===== src/rtl/led_driver.sv =====
// led_driver: bus-mapped 8-LED output port with per-LED blink and global PWM brightness.
//
// A 4-way handshake bus writes/reads two registers:
//   Address 0 : LED pattern        {8'h00, pattern}
//   Address 1 : control            {4'h0, blink_mask, brightness}
// LED_out is a registered drive: pattern gated by the PWM duty and the blink phase.
//
// Optional build macro LED_DRIVER_PWM_EN: when defined, the brightness register and
// PWM step counters are built. When undefined, the LEDs are always at full duty,
// brightness writes are dropped and control reads report brightness 4'hF.
//
// Ports:
//   clock    in   1   system clock, rising edge
//   reset    in   1   asynchronous active-low reset
//   Read     in   1   bus read request
//   Write    in   1   bus write request
//   Address  in   1   register select (0 pattern, 1 control)
//   DataIn   in  16   write data
//   Ready    out  1   handshake acknowledge
//   DataOut  out 16   read data, valid while Ready=1
//   LED_out  out  8   active-high LED drive
module led_driver #(
  parameter int unsigned BLINK_DIV = 25000000,
  parameter int unsigned PWM_DIV   = 64
) (
  input  logic        clock,
  input  logic        reset,
  input  logic        Read,
  input  logic        Write,
  input  logic        Address,
  input  logic [15:0] DataIn,
  output logic        Ready,
  output logic [15:0] DataOut,
  output logic [7:0]  LED_out
);

  localparam int unsigned BLINK_W = (BLINK_DIV > 2) ? $clog2(BLINK_DIV) : 1;

  typedef enum logic {
    ST_IDLE = 1'b0,
    ST_ACK  = 1'b1
  } state_t;

  state_t      state_q;
  state_t      state_d;
  logic        req_c;
  logic        capture_c;
  logic [15:0] rd_data_c;

  logic [7:0]  pattern;
  logic [7:0]  blink_mask;
  logic [3:0]  brightness;

  logic [BLINK_W-1:0] blink_cnt;
  logic               blink_phase;
  logic               pwm_on_c;

  assign req_c = Read | Write;

  // Next-state logic for the handshake; capture happens only on IDLE->ACK.
  always_comb begin
    state_d   = state_q;
    capture_c = 1'b0;
    case (state_q)
      ST_IDLE: begin
        if (req_c) begin
          state_d   = ST_ACK;
          capture_c = 1'b1;
        end
      end
      ST_ACK: begin
        if (!req_c) begin
          state_d = ST_IDLE;
        end
      end
      default: state_d = ST_IDLE;
    endcase
  end

  // State register; Ready tracks the state it is entering.
  always_ff @(posedge clock or negedge reset) begin
    if (!reset) begin
      state_q <= ST_IDLE;
      Ready   <= 1'b0;
    end else begin
      state_q <= state_d;
      Ready   <= (state_d == ST_ACK);
    end
  end

  // Read mux sees pre-write contents, so a combined read/write returns the old value.
  assign rd_data_c = Address ? {4'h0, blink_mask, brightness} : {8'h00, pattern};

  always_ff @(posedge clock or negedge reset) begin
    if (!reset) begin
      DataOut <= 16'h0000;
    end else if (capture_c) begin
      DataOut <= rd_data_c;
    end
  end

  // Pattern and blink mask registers.
  always_ff @(posedge clock or negedge reset) begin
    if (!reset) begin
      pattern    <= 8'h00;
      blink_mask <= 8'h00;
    end else if (capture_c && Write) begin
      if (Address) begin
        blink_mask <= DataIn[11:4];
      end else begin
        pattern <= DataIn[7:0];
      end
    end
  end

  // Blink half-period prescaler and phase (0 = ON).
  always_ff @(posedge clock or negedge reset) begin
    if (!reset) begin
      blink_cnt   <= '0;
      blink_phase <= 1'b0;
    end else if (blink_cnt == BLINK_W'(BLINK_DIV - 1)) begin
      blink_cnt   <= '0;
      blink_phase <= ~blink_phase;
    end else begin
      blink_cnt <= blink_cnt + BLINK_W'(1);
    end
  end

`ifdef LED_DRIVER_PWM_EN
  localparam int unsigned PWM_W = (PWM_DIV > 1) ? $clog2(PWM_DIV) : 1;

  logic [PWM_W-1:0] pwm_pre;
  logic [3:0]       pwm_step;
  logic             unused_ok;

  assign unused_ok = &{1'b0, DataIn[15:12]};

  // Brightness register.
  always_ff @(posedge clock or negedge reset) begin
    if (!reset) begin
      brightness <= 4'hF;
    end else if (capture_c && Write && Address) begin
      brightness <= DataIn[3:0];
    end
  end

  // PWM step prescaler and 16-step frame counter.
  always_ff @(posedge clock or negedge reset) begin
    if (!reset) begin
      pwm_pre  <= '0;
      pwm_step <= 4'h0;
    end else if (pwm_pre == PWM_W'(PWM_DIV - 1)) begin
      pwm_pre  <= '0;
      pwm_step <= pwm_step + 4'h1;
    end else begin
      pwm_pre <= pwm_pre + PWM_W'(1);
    end
  end

  assign pwm_on_c = (pwm_step <= brightness);
`else
  logic unused_ok;

  // No dimming hardware: full duty, brightness pinned at maximum.
  assign brightness = 4'hF;
  assign pwm_on_c   = 1'b1;
  assign unused_ok  = &{1'b0, DataIn[15:12], DataIn[3:0], PWM_DIV[0]};
`endif

  // Registered LED drive: blinking LEDs are forced off during the OFF phase.
  always_ff @(posedge clock or negedge reset) begin
    if (!reset) begin
      LED_out <= 8'h00;
    end else begin
      LED_out <= pattern & {8{pwm_on_c}} & ~(blink_mask & {8{blink_phase}});
    end
  end

endmodule


===== config.mk =====
export PLATFORM = sky130hd
export DESIGN_NAME = led_driver
export DESIGN_NICKNAME = d
export VERILOG_FILES = /design/src/rtl/led_driver.sv
export SDC_FILE = /design/constraint.sdc
export NUM_CORES = 1
export LEC_CHECK = 0
export CAP_MARGIN = 0
export CORE_MARGIN = 2
export CORE_UTILIZATION = 35
export CTS_CLUSTER_SIZE = 14
export DETAILED_ROUTE_END_ITERATION = 6
export SLEW_MARGIN = 15
export SYNTH_ARGS = -nofsm -noshare
export SYNTH_HDL_FRONTEND = slang
export SYNTH_SLANG_ARGS = --single-unit

===== constraint.sdc =====
create_clock -name clock -period 2.45 [get_ports clock]
set_input_delay 0.49 -clock clock [delete_from_list [all_inputs] [get_ports clock]]
set_output_delay 0.49 -clock clock [all_outputs]
set_load 0.005 [all_outputs]

==> flow_metrics.tcl <==
set metrics [dict create \
    final_cell_area_um2 3400 \
    slowest_delay_ns 0.53 \
    critPathMaxFanout 11 \
    ios 46 \
    gp_congestion 0.731 \
    cts_hold_buf 0 \
    setup_violations 0 \
    n_fill_cell 736 \
    layout_commonest_cell "dfrtp_1" \
    clock_path_buffers 2 \
    final_antenna_net_count 0 \
    drc 0 \
    cp.arrival_ns 2.32 \
    dieArea_um2 8610 \
    mostFrequentLayoutCells "dfrtp_1, clkdlybuf4s50_1, nand2_1, mux2_2, o21ai_0" \
    die_h_um 92.8 \
    cts_buffers 9 \
    core_um2 7690 \
    track_usage_pct 13.6 \
    muxShareOfSynthArea_pct 7.99 \
    start_kind "register" \
    hold_path_class "input port to async pin" \
    slowest_stage "or4_1" \
    wl_per_cell_um 13.9 \
    critical_path_required_ns 2.72 \
    rows 32 \
    synthSimpleGateAreaFrac_pct 17.6 \
    cts_htree_levels 3 \
    grt_max_degree 38 \
    syn_to_final_growth_pct 23.2 \
    reg2reg_depth 5 \
    initial_core_util_pct 35.9 \
    synth_fa_ha_area_share_pct 0.454 \
    r2r-end "blink_cnt[24]" \
    cp-startpoint "blink_cnt[0]" \
    critPathKind "register to register" \
    crit_path_end_kind "register" \
    drtPass1Iterations 4 \
    synth_top_cell_area_share_pct 57.2 \
    routed_wl_um 5440 \
    cts_root_buffer "clkbuf_8" \
    p_total_w 0.00238 \
    path_buf_inv 0 \
    setup_tns_ns 0 \
    num_vias 1919 \
    synth_top_family_by_area "simple AND/OR/NAND/NOR gates" \
    status "complete, no violations" \
    overflow 0 \
    post_cts_buffers 0 \
    grt_pass1_wl_um 9030 \
    antenna_found_initial 0 \
    fmax_ghz 0.487 \
    drtIter0Drc 64 \
    synth_compound_area_share_pct 8.26 \
    finalCriticalPeriod_ns 2.05 \
    die_w_um 92.8 \
    synth_area_um2 2760 \
    timing.final.crit_share_pct 83.8 \
    syn_inst 241 \
    power_density_nw_per_um2 701 \
    nets 307 \
    ys_types 40 \
    drive_gt1_share_pct 16.9 \
    clkTransAtPathRegs_ns 0.07 \
    synth-xor-area-share_pct 4.76 \
    ys_warn_count 0 \
    finClkSkew_ns 0.00917 \
    rsz0062_at_grt "false" \
    p_leak_nw 1.45 \
    place_area_um2 3220 \
    ys_seq_area_share_pct 57.2 \
    maxCapViolCount 0 \
    syn_area_per_cell_um2 11.4 \
    endpoint "blink_cnt[24]" \
    diodes 0 \
    r2r_setup_slack_ns 0.40 \
    max-vdd-ir-drop_mv 0.564 \
    finalHoldViolCount 0 \
    cts_tree "built" \
    r2r_start "blink_cnt[0]" \
    first_global_vias 1930 \
    ys_ff_latch 63 \
    dp_hpwl_um 3700 \
    clock_latency_ns 0.34 \
    cts_resized 0 \
    drv_slew 0 \
    synth_largest_area_cell "dfrtp_1" \
    cp.depth 5 \
    numClockSinks 63 \
    synth_area_leaders "dfrtp_1, mux2_2, nand2_1" \
    cp_cell_sequence "ha_1 > nand3_1 > or3_1 > or4_1 > a21oi_1" \
    io_buffers 37 \
    viasPerCell 4.90 \
    crit_family "simple AND/OR/NAND/NOR gates" \
    whs_ns 0.148 \
]
-- report_power, final --
group	internal [W]	leakage, nW	switching (W)
registers	0.00117	0.798	0.0000726
clock network	0.000393	0.0853	0.000408
logic	0.000223	0.567	0.000118
total	0.00178	1.45	0.000599
-- cell type report --
class                   instances  area [um2]  area share (%)
repair buffers                 43         410            12.1
well taps                     102         128            3.76
flip-flops and latches         63        1580            46.4
clock inverters                 5        33.8           0.994
clock buffers                  11         141            4.16
inverters                       4        15.0           0.442
multi-input cells             164        1090            32.2
-- worst register-to-register path: stages, from the launching register on --
cell and delay [ns]:
dfrtp_1 0.43, ha_1 0.27, nand3_1 0.11, or3_1 0.49, or4_1 0.53, a21oi_1 0.16
-- layer usage --
layer	wire length [um]	global-route usage, %	share of wire, %	vias to the layer above
li1	-	-	-	927
met1	2400	16.6	44	934
met2	2550	21.2	47	48
met3	416	6.75	7.7	10
met4	63	3.68	1.2	0
met5	0	0	0	-
-- per-stage QoR --
stage	std cells	util [%]	setup slack [ns]
2_1_floorplan	244	-	0.604
3_3_place_gp	376	41.9	0.476
3_5_place_dp	376	41.9	0.434
4_1_cts	392	44.2	0.395
5_1_grt	392	44.2	0.282
6_report	392	44.2	0.398
-- flip-flops by register name (all words and copies together), names as in the netlist --
name	cells
DataOut	12
blink_mask	8
pattern	8
state_q	1
blink_cnt	25
LED_out	8
blink_phase	1
-- cells in the mapped netlist --
cell and n:
inv_1 4, nor4_2 1, or4_1 4, nor2b_1 1, or4_4 2, mux2i_1 4
dfrtp_1 63, o31ai_1 6, a21boi_0 8, nand4_1 6, nand2b_1 1, buf_4 5
nand3b_1 1, nor3b_2 1, o21ai_0 15, a21oi_1 6, xor2_1 7, nand2_2 1
conb_1 1, nand3_1 7, nor4_1 5, nand2_1 27, or2_2 1, or3_1 4
xnor2_1 8, nor2_1 14, nand3_2 1, buf_6 2, nor4b_1 1, buf_2 1
nor3_1 3, nor3b_1 1, ha_1 1, and3_2 1, clkbuf_1 5, a21oi_2 2
mux2_2 16, and4_1 2, nand4_4 1, and3_1 1
-- how the worst min path moves through the flow --
stage | startpoint | endpoint | slack, ns | cells past startpoint
detailed placement | DataOut[10] | DataOut[10] | 0.47 | 2
finish | reset | blink_cnt[14] | 0.15 | 2
global route | reset | blink_cnt[14] | 0.16 | 2
floorplan | reset | DataOut[0] | 0.19 | 0
global placement | DataOut[10] | DataOut[10] | 0.46 | 2
CTS | reset | blink_cnt[14] | 0.15 | 2
-- kinds of logic (layout without fill, tap and decap cells) --
group,Yosys count,after routing
flip-flops,63,63
XOR/XNOR,15,15
adder cells (fa/ha/maj),1,1
multiplexers,20,20
buffers and inverters,17,63
AO/OA/AOI/OAI,37,37
AND/OR/NAND/NOR,87,87
other,1,4
No activity file was read; power rests on OpenSTA's default activity.
